`src/rtl/ram_1r1w_arb.sv`:
```
// ram_1r1w_arb: two-writer / two-reader round-robin front end for an external
// RAM with one write port and one asynchronous read port. Read responses are
// registered with a latency of one cycle.
// Optional feature: define RAM_1R1W_ARB_CLEAR_EN to zero the whole RAM after
// reset before arbitration starts (busy_o is high during that sweep).
module ram_1r1w_arb #(
   parameter int DataWidth  = 8,
   parameter int NumEntries = 8,
   localparam int AW = $clog2(NumEntries)
) (
   input  logic                 clk_i,
   input  logic                 reset_ni,
   input  logic                 wr0_valid_i,
   output logic                 wr0_ready_o,
   input  logic [AW-1:0]        wr0_addr_i,
   input  logic [DataWidth-1:0] wr0_data_i,
   input  logic                 wr1_valid_i,
   output logic                 wr1_ready_o,
   input  logic [AW-1:0]        wr1_addr_i,
   input  logic [DataWidth-1:0] wr1_data_i,
   input  logic                 rd0_valid_i,
   output logic                 rd0_ready_o,
   input  logic [AW-1:0]        rd0_addr_i,
   output logic [DataWidth-1:0] rd0_data_o,
   output logic                 rd0_rvalid_o,
   input  logic                 rd1_valid_i,
   output logic                 rd1_ready_o,
   input  logic [AW-1:0]        rd1_addr_i,
   output logic [DataWidth-1:0] rd1_data_o,
   output logic                 rd1_rvalid_o,
   output logic                 ram_wr_valid_o,
   output logic [AW-1:0]        ram_wr_addr_o,
   output logic [DataWidth-1:0] ram_wr_data_o,
   output logic [AW-1:0]        ram_rd_addr_o,
   input  logic [DataWidth-1:0] ram_rd_data_i,
   output logic                 busy_o
);

   typedef enum logic {
      CLEAR,
      RUN
   } state_e;

   state_e state;
   logic   active;
   logic   wr_ptr;
   logic   rd_ptr;
   logic   wr_any;
   logic   wr_sel;
   logic   rd_any;
   logic   rd_sel;

`ifdef RAM_1R1W_ARB_CLEAR_EN
   localparam logic [AW-1:0] LastAddr = AW'(NumEntries - 1);
   logic [AW-1:0] clr_cnt;
`endif

   // Arbitration is only live in RUN; holding reset also blocks every grant.
   assign active = (state == RUN) && reset_ni;

   // Round-robin choice for each side: the pointer breaks ties, a lone requester always wins.
   always_comb begin
      wr_any = active && (wr0_valid_i || wr1_valid_i);
      wr_sel = (wr0_valid_i && wr1_valid_i) ? wr_ptr : wr1_valid_i;
      rd_any = active && (rd0_valid_i || rd1_valid_i);
      rd_sel = (rd0_valid_i && rd1_valid_i) ? rd_ptr : rd1_valid_i;
   end

   assign wr0_ready_o = wr_any && !wr_sel;
   assign wr1_ready_o = wr_any && wr_sel;
   assign rd0_ready_o = rd_any && !rd_sel;
   assign rd1_ready_o = rd_any && rd_sel;

   assign ram_rd_addr_o = rd_sel ? rd1_addr_i : rd0_addr_i;

   // RAM write port: the write winner in RUN, or the zeroing sweep in CLEAR.
   always_comb begin
      ram_wr_valid_o = wr_any;
      ram_wr_addr_o  = wr_sel ? wr1_addr_i : wr0_addr_i;
      ram_wr_data_o  = wr_sel ? wr1_data_i : wr0_data_i;
`ifdef RAM_1R1W_ARB_CLEAR_EN
      if (state == CLEAR) begin
         ram_wr_valid_o = reset_ni;
         ram_wr_addr_o  = clr_cnt;
         ram_wr_data_o  = '0;
      end
`endif
   end

   // Pointers move to the loser after a grant and hold when nothing is granted.
   always_ff @(posedge clk_i or negedge reset_ni) begin
      if (!reset_ni) begin
         wr_ptr <= 1'b0;
         rd_ptr <= 1'b0;
      end else begin
         if (wr_any) wr_ptr <= !wr_sel;
         if (rd_any) rd_ptr <= !rd_sel;
      end
   end

   // Read response: the asynchronous RAM data is captured at the grant edge, so a same-cycle write is not yet visible.
   always_ff @(posedge clk_i or negedge reset_ni) begin
      if (!reset_ni) begin
         rd0_rvalid_o <= 1'b0;
         rd1_rvalid_o <= 1'b0;
         rd0_data_o   <= '0;
         rd1_data_o   <= '0;
      end else begin
         rd0_rvalid_o <= rd0_ready_o;
         rd1_rvalid_o <= rd1_ready_o;
         if (rd0_ready_o) rd0_data_o <= ram_rd_data_i;
         if (rd1_ready_o) rd1_data_o <= ram_rd_data_i;
      end
   end

`ifdef RAM_1R1W_ARB_CLEAR_EN
   // CLEAR walks every address once, then hands over to RUN; busy mirrors CLEAR.
   always_ff @(posedge clk_i or negedge reset_ni) begin
      if (!reset_ni) begin
         state   <= CLEAR;
         busy_o  <= 1'b1;
         clr_cnt <= '0;
      end else if (state == CLEAR) begin
         clr_cnt <= clr_cnt + 1'b1;
         if (clr_cnt == LastAddr) begin
            state  <= RUN;
            busy_o <= 1'b0;
         end
      end
   end
`else
   // Without the clear sweep the block comes out of reset straight into RUN.
   always_ff @(posedge clk_i or negedge reset_ni) begin
      if (!reset_ni) state <= RUN;
      else           state <= RUN;
   end

   assign busy_o = 1'b0;
`endif

endmodule

```
`config.mk`:
```
export PLATFORM = sky130hd
export DESIGN_NAME = ram_1r1w_arb
export DESIGN_NICKNAME = d
export VERILOG_FILES = /design/src/rtl/ram_1r1w_arb.sv
export SDC_FILE = /design/constraint.sdc
export NUM_CORES = 1
export LEC_CHECK = 0
export CAP_MARGIN = 10
export CELL_PAD_IN_SITES_DETAIL_PLACEMENT = 0
export CELL_PAD_IN_SITES_GLOBAL_PLACEMENT = 1
export CORE_ASPECT_RATIO = 0.75
export CORE_MARGIN = 5
export CORE_UTILIZATION = 25
export DETAILED_ROUTE_END_ITERATION = 8
export PLACE_DENSITY_LB_ADDON = 0.1
export SLEW_MARGIN = 20
export SYNTH_ARGS = -nofsm -noshare
export SYNTH_HDL_FRONTEND = slang
export SYNTH_SLANG_ARGS = --single-unit
```
`constraint.sdc`:
```
create_clock -name clk_i -period 2.3 [get_ports clk_i]
set_clock_uncertainty 0.15 [all_clocks]
set_input_delay 0.46 -clock clk_i [delete_from_list [all_inputs] [get_ports clk_i]]
set_output_delay 0.46 -clock clk_i [all_outputs]
set_load 0.01 [all_outputs]
```
==> results of run 1 <==
==> layer usage <==
metal  part of all wire  track usage  up-vias  wire [µm]
met2               0.50       0.2080       35       1628
met3              0.061      0.04430        2        197
met5                  0            0        -          0
met1               0.43       0.1521      441       1385
li1                   -            -      443          -
met4             0.0053      0.03061        0         17
==> state kept, by name, indices dropped and copies added, names as in the netlist <==
name	count
wr_ptr	1
rd1_data_o	8
rd0_data_o	8
rd1_rvalid_o	1
rd0_rvalid_o	1
rd_ptr	1
==> placed cells by master (no fill, tap or decap), types with 2 or more instances in the layout <==
| master | instances |
|---|---|
| clkdlybuf4s50_1 | 56 |
| mux2_2 | 22 |
| dfrtp_1 | 20 |
| buf_4 | 12 |
| buf_2 | 9 |
| mux2_4 | 8 |
| dlygate4sd2_1 | 6 |
| clkbuf_2 | 5 |
| clkbuf_8 | 4 |
| nor2_1 | 3 |
| inv_2 | 2 |
| inv_1 | 2 |
| a21oi_1 | 2 |
| a31oi_1 | 2 |
| buf_6 | 2 |
==> cells by family (layout without fill, tap and decap cells) <==
logic type | count (synthesis) | after routing | synth area share
buffers and inverters | 8 | 102 | 0.04641
other | 1 | 1 | 0.003761
DFF | 20 | 20 | 0.5019
and+or+nand+nor | 5 | 5 | 0.02509
AOI/OAI and AO/OA | 8 | 8 | 0.05395
muxes | 30 | 30 | 0.3689
==> metrics by stage <==
| step | hold slack, ns | power (mW) | setup slack, ns | setup TNS, ns | cells |
|---|---|---|---|---|---|
| 2_1_floorplan | 0.01441 | 0.6611 | 0.4752 | 0 | 72 |
| 3_3_place_gp | 0.3400 | 0.9690 | -0.4596 | -7.361 | 211 |
| 3_5_place_dp | 0.3462 | 0.9776 | -0.4956 | -7.901 | 211 |
| 4_1_cts | 0.1315 | 1.254 | -0.01050 | -0.01050 | 218 |
| 5_1_grt | 0.1371 | 1.291 | 0.04108 | 0 | 218 |
| 6_report | 0.1297 | 1.220 | 0.1038 | 0 | 218 |
==> area by class of cell <==
class	instances	area [µm²]
Timing Repair Buffer	94	864.6
Tap cell	52	65.06
Fill cell	378	1798
Multi-Input combinational cell	44	457.9
Inverter	4	15.01
Sequential cell	20	500.5
Clock buffer	4	55.05
==> critical path, cell delays in order <==
cell             delay [ns]
clkdlybuf4s15_2        0.25
inv_1                  0.08
buf_4                  0.14
nor2_1                 0.11
clkdlybuf4s50_1        0.55
==> final timing paths <==
check / endpoint / cells past startpoint / startpoint / slack, ns
setup / recovery: ram_wr_valid_o / 5 / reset_ni / 0.10
hold / removal: rd_ptr / 2 / reset_ni / 0.13
setup reg to reg: rd1_data_o[5] / 3 / rd_ptr / 0.83
hold reg to reg: rd0_data_o[7] / 1 / rd0_data_o[7] / 0.36
max in group asynchronous: rd1_data_o[5] / 2 / reset_ni / 1.60
min in group clk_i: rd0_data_o[7] / 1 / rd0_data_o[7] / 0.36
==> what timing repair did <==
action / CTS / global route
pin swaps: 1 / 0
cloned: 1 / 0
setup endpoints to repair: 19 / 13
resized for setup: 52 / 15
endpoints found under the hold margin: 0 / 0
buffers inserted: 2 / 0
hold buffers: 0 / 0
==> power groups by stage <==
stage / Combinational (mW) / Clock [mW] / Sequential (mW)
2_1_floorplan: 0.163 / 0 / 0.498
3_3_place_gp: 0.500 / 0 / 0.469
3_5_place_dp: 0.507 / 0 / 0.470
4_1_cts: 0.514 / 0.274 / 0.467
5_1_grt: 0.527 / 0.289 / 0.475
6_report: 0.492 / 0.262 / 0.465
==> out/results.ini, run 1 <==
[run_status]
status = finished, final reports clean

[yosys]
netlist.area_leader.share = 0.5019
async_flop_share = 1.000
ys_top_cells_by_area = dfrtp_1, mux2_2, mux2_4
synth_edf_count = 0
synth_nets = 114
avgSynthCellArea_um2 = 13.85
yosysTopAreaCell = dfrtp_1
ys.flop_type = dfrtp_1
synth_common_cells = mux2_2, dfrtp_1, mux2_4
ys.warnings.count = 0
synthCells = 72
synth_area_um2 = 997.2
ys_seq_area_frac = 0.5019
ys_ff_latch = 20
yosysMostFrequentCell = mux2_2
ys_types = 18

[clocking]
clock_latency_ns = 0.25
cts_tree = built
numCtsBuffers = 3
clock_sinks = 20
clkTransAtPathRegs_ns = 0.07
htree_levels = 1
root_buffer = clkbuf_8
clockBufferDepth = 2

[detailed_routing]
routedWlPerCell_um = 14.81
viasPerCell = 4.225
drc = 0
dr.first_iter.drc_count = 16
route.vias.total = 921
ant_nets = 0
drt_wl_total_mm = 3.229
drtPass1Iterations = 4

[floorplanning]
start_util = 0.2655
num_rows = 19
ios = 80
core_um2 = 3756
chipWidth_um = 82.93
dieHeight_um = 64.70
die_area_um2 = 5365

[setup_path]
critical_path_class = in -> out
crit_path_end_kind = output pin
startpoint_type = input port
crit_arrival_ns = 1.59
worst-path-max-fanout = 7
required_ns = 1.69

[global_route]
grt_pass1_wl_mm = 5.347
grt_max_degree = 19
overflow = 0
grt_pass1_vias = 979
grt.total_usage = 0.1234
antenna_found_initial = 0

[min_path]
hold_path_class = in -> async

[placed_design]
placed_area_um2 = 1922
place_hpwl_mm = 2.622
numPortBuffers = 78
place_congestion = 0.7530

[cells_and_area]
drive_above_1_share = 0.4157
n_antenna_cell = 0
post-route-util = 0.5213
area_delta_synth_final_pct = 96.36
final_area_um2 = 1958
nets = 209

[power_and_ir_drop]
p_sw_frac = 0.2621
switchingPower_mw = 0.3197
p_int_mw = 0.9001
pwr-share-seq = 0.382
combPwrFrac = 0.404
pwr-share-clk = 0.215
max-vdd-ir-drop_mv = 0.3790
p_leak_nw = 0.8867
power.density_nw_per_um2 = 623.0

[sta]
maxSlewViolCount = 0
rsz0062_at_grt = no
hold_violations = 0
finalCritPeriodShare = 0.9548
setup_viol = 0
fin_crit_ns = 2.196
fmax_mhz = 455.3

[job]
drv_cap = 0

(Power assumes the default switching activity.)
==> run 2: changes to the inputs <==
Settings changed: CORE_UTILIZATION 25 to 23.
Clock period 2.3 ns to 2.1 ns, I/O delays scaled along.
==> run 2 against run 1 <==
Power increased by 20%. Die area increased by 7.5%. Clock-buffer cell count decreased by 1. Routed wire length increased by 2.6%. Cell area increased by 6.0%. Critical path type unchanged. Largest cell class unchanged.
==> out/results.ini, run 2 (synthesized netlist as in run 1, its figures left out) <==
[cells_and_area]
area_delta_synth_final_pct = 108.2
final_area_um2 = 2076
ff_latch_area_um2 = 500.5
layout_commonest_cell = clkdlybuf4s50_1
n_antenna_cell = 0
reg_top3 = rd0_data_o x8, rd1_data_o x8
final_cell_mix = clkdlybuf4s50_1, dfrtp_1, mux2_4, buf_4, buf_6
nets = 210
drive_above_1_share = 0.4192
multi_input_area_um2 = 499.2
fillCellCount = 382

[detailed_routing]
viasPerCell = 4.126
wl_met2_mm = 1.902
dr.first_iter.drc_count = 9
drc = 0
routedWlPerCell_um = 14.92
drt_wl_total_mm = 3.312
route.vias.total = 916
wl_met3_um = 146
drtPass1Iterations = 4
dr.max_layer_used = met4
wl_met1_mm = 1.252
ant_nets = 0

[setup_path]
crit_path_end_kind = output pin
startpoint_type = input port
required_ns = 1.53
worst-path-max-fanout = 6
crit_arrival_ns = 1.50
critical_path_class = in -> out

[power_and_ir_drop]
power.density_nw_per_um2 = 708.1
p_leak_nw = 0.9690
p_total_mw = 1.470
max-vdd-ir-drop_mv = 0.6582

[floorplanning]
ios = 80
num_rows = 20
dieHeight_um = 67.03
chipWidth_um = 86.03
die_area_um2 = 5766
start_util = 0.2415
core_um2 = 4129

[global_route]
grt.total_usage = 0.1126
grt_pass1_vias = 1047
overflow = 0
antenna_found_initial = 0
grt_pass1_wl_mm = 4.988
grt_max_degree = 19

[clocking]
clkTransAtPathRegs_ns = 0.07
clock_latency_ns = 0.25
cts_tree = built
ctsHoldBuffers = 0
numCtsBuffers = 3
root_buffer = clkbuf_8
clock_sinks = 20
htree_levels = 1
clockBufferDepth = 2

[sta]
fin_crit_ns = 2.070
maxSlewViolCount = 0
setup_viol = 0
hold_violations = 0
rsz0062_at_grt = yes
fmax_mhz = 483.0
finalCritPeriodShare = 0.9859

[placed_design]
place_hpwl_mm = 2.679
placed_area_um2 = 1933
numPortBuffers = 78
place_congestion = 0.7118

[run_status]
status = finished, final reports clean

[min_path]
hold_path_class = in -> async

[job]
drv_cap = 0

## run 2: changes by cell type in the layout (fill, tap and decap cells not counted), moves of 2 or more
cell	previous run	this run
clkdlybuf4s50_1	56	54
buf_2	9	3
mux2_2	22	11
clkbuf_2	5	0
buf_4	12	14
buf_6	2	13
mux2_4	8	19
## run 2: per-stage QoR
step / cells / TNS, ns / util / setup WS (ns) / hold slack [ns]
after floorplan: 72 / 0 / - / 0.3552 / -0.02559
after global placement: 215 / -9.554 / 0.4682 / -0.5982 / 0.3377
after detailed placement: 215 / -9.893 / 0.4682 / -0.6148 / 0.3464
final: 222 / 0 / 0.5027 / 0.02965 / 0.1959
after CTS: 222 / -0.03351 / 0.5042 / -0.03351 / 0.2026
after global routing: 222 / -0.02177 / 0.5027 / -0.01454 / 0.2280
## run 2: layer usage
metal  GRT usage  vias up
li1            -      440
met1      0.1187      447
met2      0.2212       27
met3     0.03708        2
met4     0.01581        0
met5           0        -
## run 2: final cells by class
class,count,area share
timing repair buffer,95,0.4436
clock buffer,3,0.01989
inverter,4,0.007233
sequential,20,0.2411
clock inverter,1,0.01447
multi-input combinational,44,0.2405
tap,55,0.03315
## run 2: final timing paths
path	from	to	slack (ns)	cells after the start
setup / recovery	wr0_valid_i	ram_wr_addr_o[1]	0.03	7
hold / removal	reset_ni	rd_ptr	0.20	2
setup reg to reg	rd_ptr	rd1_data_o[1]	0.55	4
hold reg to reg	rd0_data_o[2]	rd0_data_o[2]	0.36	1
max in group asynchronous	reset_ni	rd0_data_o[7]	1.33	2
min in group clk_i	rd1_valid_i	rd_ptr	0.34	3
## run 2: critical path, cell delays in order
cell and delay (ns):
clkdlybuf4s15_1 0.20, inv_2 0.06, o21ai_4 0.16, buf_6 0.12, buf_12 0.11, mux2_4 0.30, buf_6 0.12
## run 2: repair_timing
action                     in CTS  in global routing
gates resized for setup        92                  6
setup endpoints to repair      19                 15
buffers inserted                2                  1
pin swaps                       1                  1
gates cloned                    1                  0
## run 2: power by group
group | internal, mW | switching [mW] | total, mW | leakage (nW)
Clock | 0.254 | 0.116 | 0.370 | 0.0357
Combinational | 0.394 | 0.197 | 0.591 | 0.697
Sequential | 0.463 | 0.0449 | 0.508 | 0.236
==> run 3: changes to the inputs <==
Settings changed: GPL_TIMING_DRIVEN set to 0.
==> run 3 against run 2 <==
The flow now finishes with violations (setup timing). Non-clock buffer count fell by 2. Clock-buffer cell count did not move. Sequential cell count did not move. Register-to-register slack improved by 0.02 ns. Hold slack improved by 0.16 ns. Via count fell by 0.22%. Sequential power barely moved. Largest power group unchanged. Highest routed layer unchanged.
==> out/results.ini, run 3 (synthesized netlist as in run 1, its figures left out) <==
[sta]
fin_crit_ns = 2.101
setup_viol = 1
maxSlewViolCount = 0
worstMarginPinSlew_ns = 0.8994
hold_violations = 0
relSlewSlack = 0.3984
setup_slack_ns = -0.0009027
rsz0062_at_grt = yes
fmax_mhz = 476.0
finalCritPeriodShare = 1.000

[floorplanning]
core_um2 = 4129
dieHeight_um = 67.03
ios = 80
chipWidth_um = 86.03
num_rows = 20
die_area_um2 = 5766
start_util = 0.2415

[cells_and_area]
final_area_um2 = 2077
layout_commonest_cell = clkdlybuf4s50_1
final_cell_mix = clkdlybuf4s50_1, dfrtp_1, mux2_2, buf_6, mux2_4
nets = 208
reg_top3 = rd0_data_o x8, rd1_data_o x8
n_antenna_cell = 0
area_delta_synth_final_pct = 108.3
fillCellCount = 378
drive_above_1_share = 0.4182

[power_and_ir_drop]
switchingPower_mw = 0.3663
combPwrFrac = 0.400
max-vdd-ir-drop_mv = 0.5472
p_total_mw = 1.474
power.density_nw_per_um2 = 709.6
p_leak_nw = 0.9241
pwr-share-seq = 0.345
pwr-share-clk = 0.255
p_int_mw = 1.108
p_sw_frac = 0.2485

[clocking]
clkTransAtPathRegs_ns = 0.08
clock_latency_ns = 0.25
clockBufferDepth = 2
numCtsBuffers = 3
root_buffer = clkbuf_8
cts_tree = built
clock_sinks = 20
htree_levels = 1

[setup_path]
cp_common_cell = buf_6
cp_slowest_cell = dfrtp_1
required_ns = 1.53
startpoint_type = flop
cp_top_family = flip-flops
crit_chain = o21ai_4 -> buf_6 -> buf_6 -> mux2_4 -> buf_6
slowest_delay_ns = 0.42
critPathLaunch = wr_ptr
critical_path_class = reg -> out
worstReg2RegStart = rd_ptr
crit_arrival_ns = 1.53
crit_path_end_kind = output pin
worst-path-max-fanout = 5
critPathBufInv = 3

[global_route]
antenna_found_initial = 0
grt.total_usage = 0.1129
grt_pass1_wl_mm = 5.023
grt_max_degree = 21
grt_pass1_vias = 1038
overflow = 0

[detailed_routing]
drt_wl_total_mm = 3.217
viasPerCell = 4.155
routedWlPerCell_um = 14.62
drc = 0
ant_nets = 0
drtPass1Iterations = 4
dr.first_iter.drc_count = 45
route.vias.total = 914

[min_path]
min-delay-start = reset_ni
hold_path_class = in -> reg

[placed_design]
place_hpwl_mm = 2.434
numPortBuffers = 78
place_congestion = 0.6308
placed_area_um2 = 1847

[job]
drv_cap = 0

[run_status]
violations = setup timing
status = finished, violations left

-- run 3: worst paths after layout --
check | slack (ns) | depth (start not counted) | to
worst max-delay path | -0.0009 | 5 | ram_wr_data_o[3]
worst min-delay path | 0.35 | 3 | wr_ptr
worst max register to register | 0.57 | 4 | rd1_data_o[1]
worst min register to register | 0.36 | 1 | rd0_data_o[2]
max in group asynchronous | 0.58 | 2 | rd0_data_o[5]
min in group asynchronous | 0.66 | 2 | wr_ptr
-- run 3: layer usage --
metal,part of all wire,GRT usage,routed length [µm],vias up
met5,0,0,0,-
met1,0.39,0.1300,1240,443
met2,0.55,0.2067,1782,32
li1,-,-,-,437
met3,0.057,0.04079,182,2
met4,0.0034,0.01186,11,0
-- run 3: cell type report --
cell class	instances	area (µm²)	share of cell area
buffer	3	30.03	0.01446
multi-input combinational	44	498.0	0.2398
sequential	20	500.5	0.2410
clock buffer	3	41.29	0.01988
inverter	4	15.01	0.007229
clock inverter	1	30.03	0.01446
tap	55	68.82	0.03313
timing repair buffer	90	893.4	0.4301
-- run 3: repair_timing --
action / in CTS / in global routing
pin swaps: 2 / 2
endpoints found under the hold margin: 20 / 0
setup buffers: 11 / 0
gates resized for setup: 96 / 11
cloned: 1 / 0
hold buffers: 1 / 0
setup endpoints to repair: 37 / 14
-- run 3: stage by stage --
step	setup slack, ns	instances	hold slack [ns]	util	setup TNS (ns)
after floorplan	0.3552	72	-0.02559	-	0
after global placement	-1.316	205	0.3400	0.4473	-27.76
after detailed placement	-1.317	205	0.3430	0.4473	-27.94
after CTS	-0.07371	222	0.3432	0.5030	-0.4407
after global routing	-0.05318	220	0.3668	0.5030	-0.2204
final	-0.0009027	220	0.3524	0.5030	-0.0009027
-- run 3: power by group through the flow --
stage	clock network (mW)	registers [mW]	logic, mW
after floorplan	0	0.546	0.179
after global placement	0	0.514	0.528
after detailed placement	0	0.515	0.535
after CTS	0.390	0.509	0.593
after global routing	0.401	0.519	0.631
final	0.376	0.508	0.590
-- run 3: worst min-delay path: cells and delay by family --
family,cells,cell delay [ns]
buffers and inverters,2,0.21
AO/OA/AOI/OAI,1,0.09
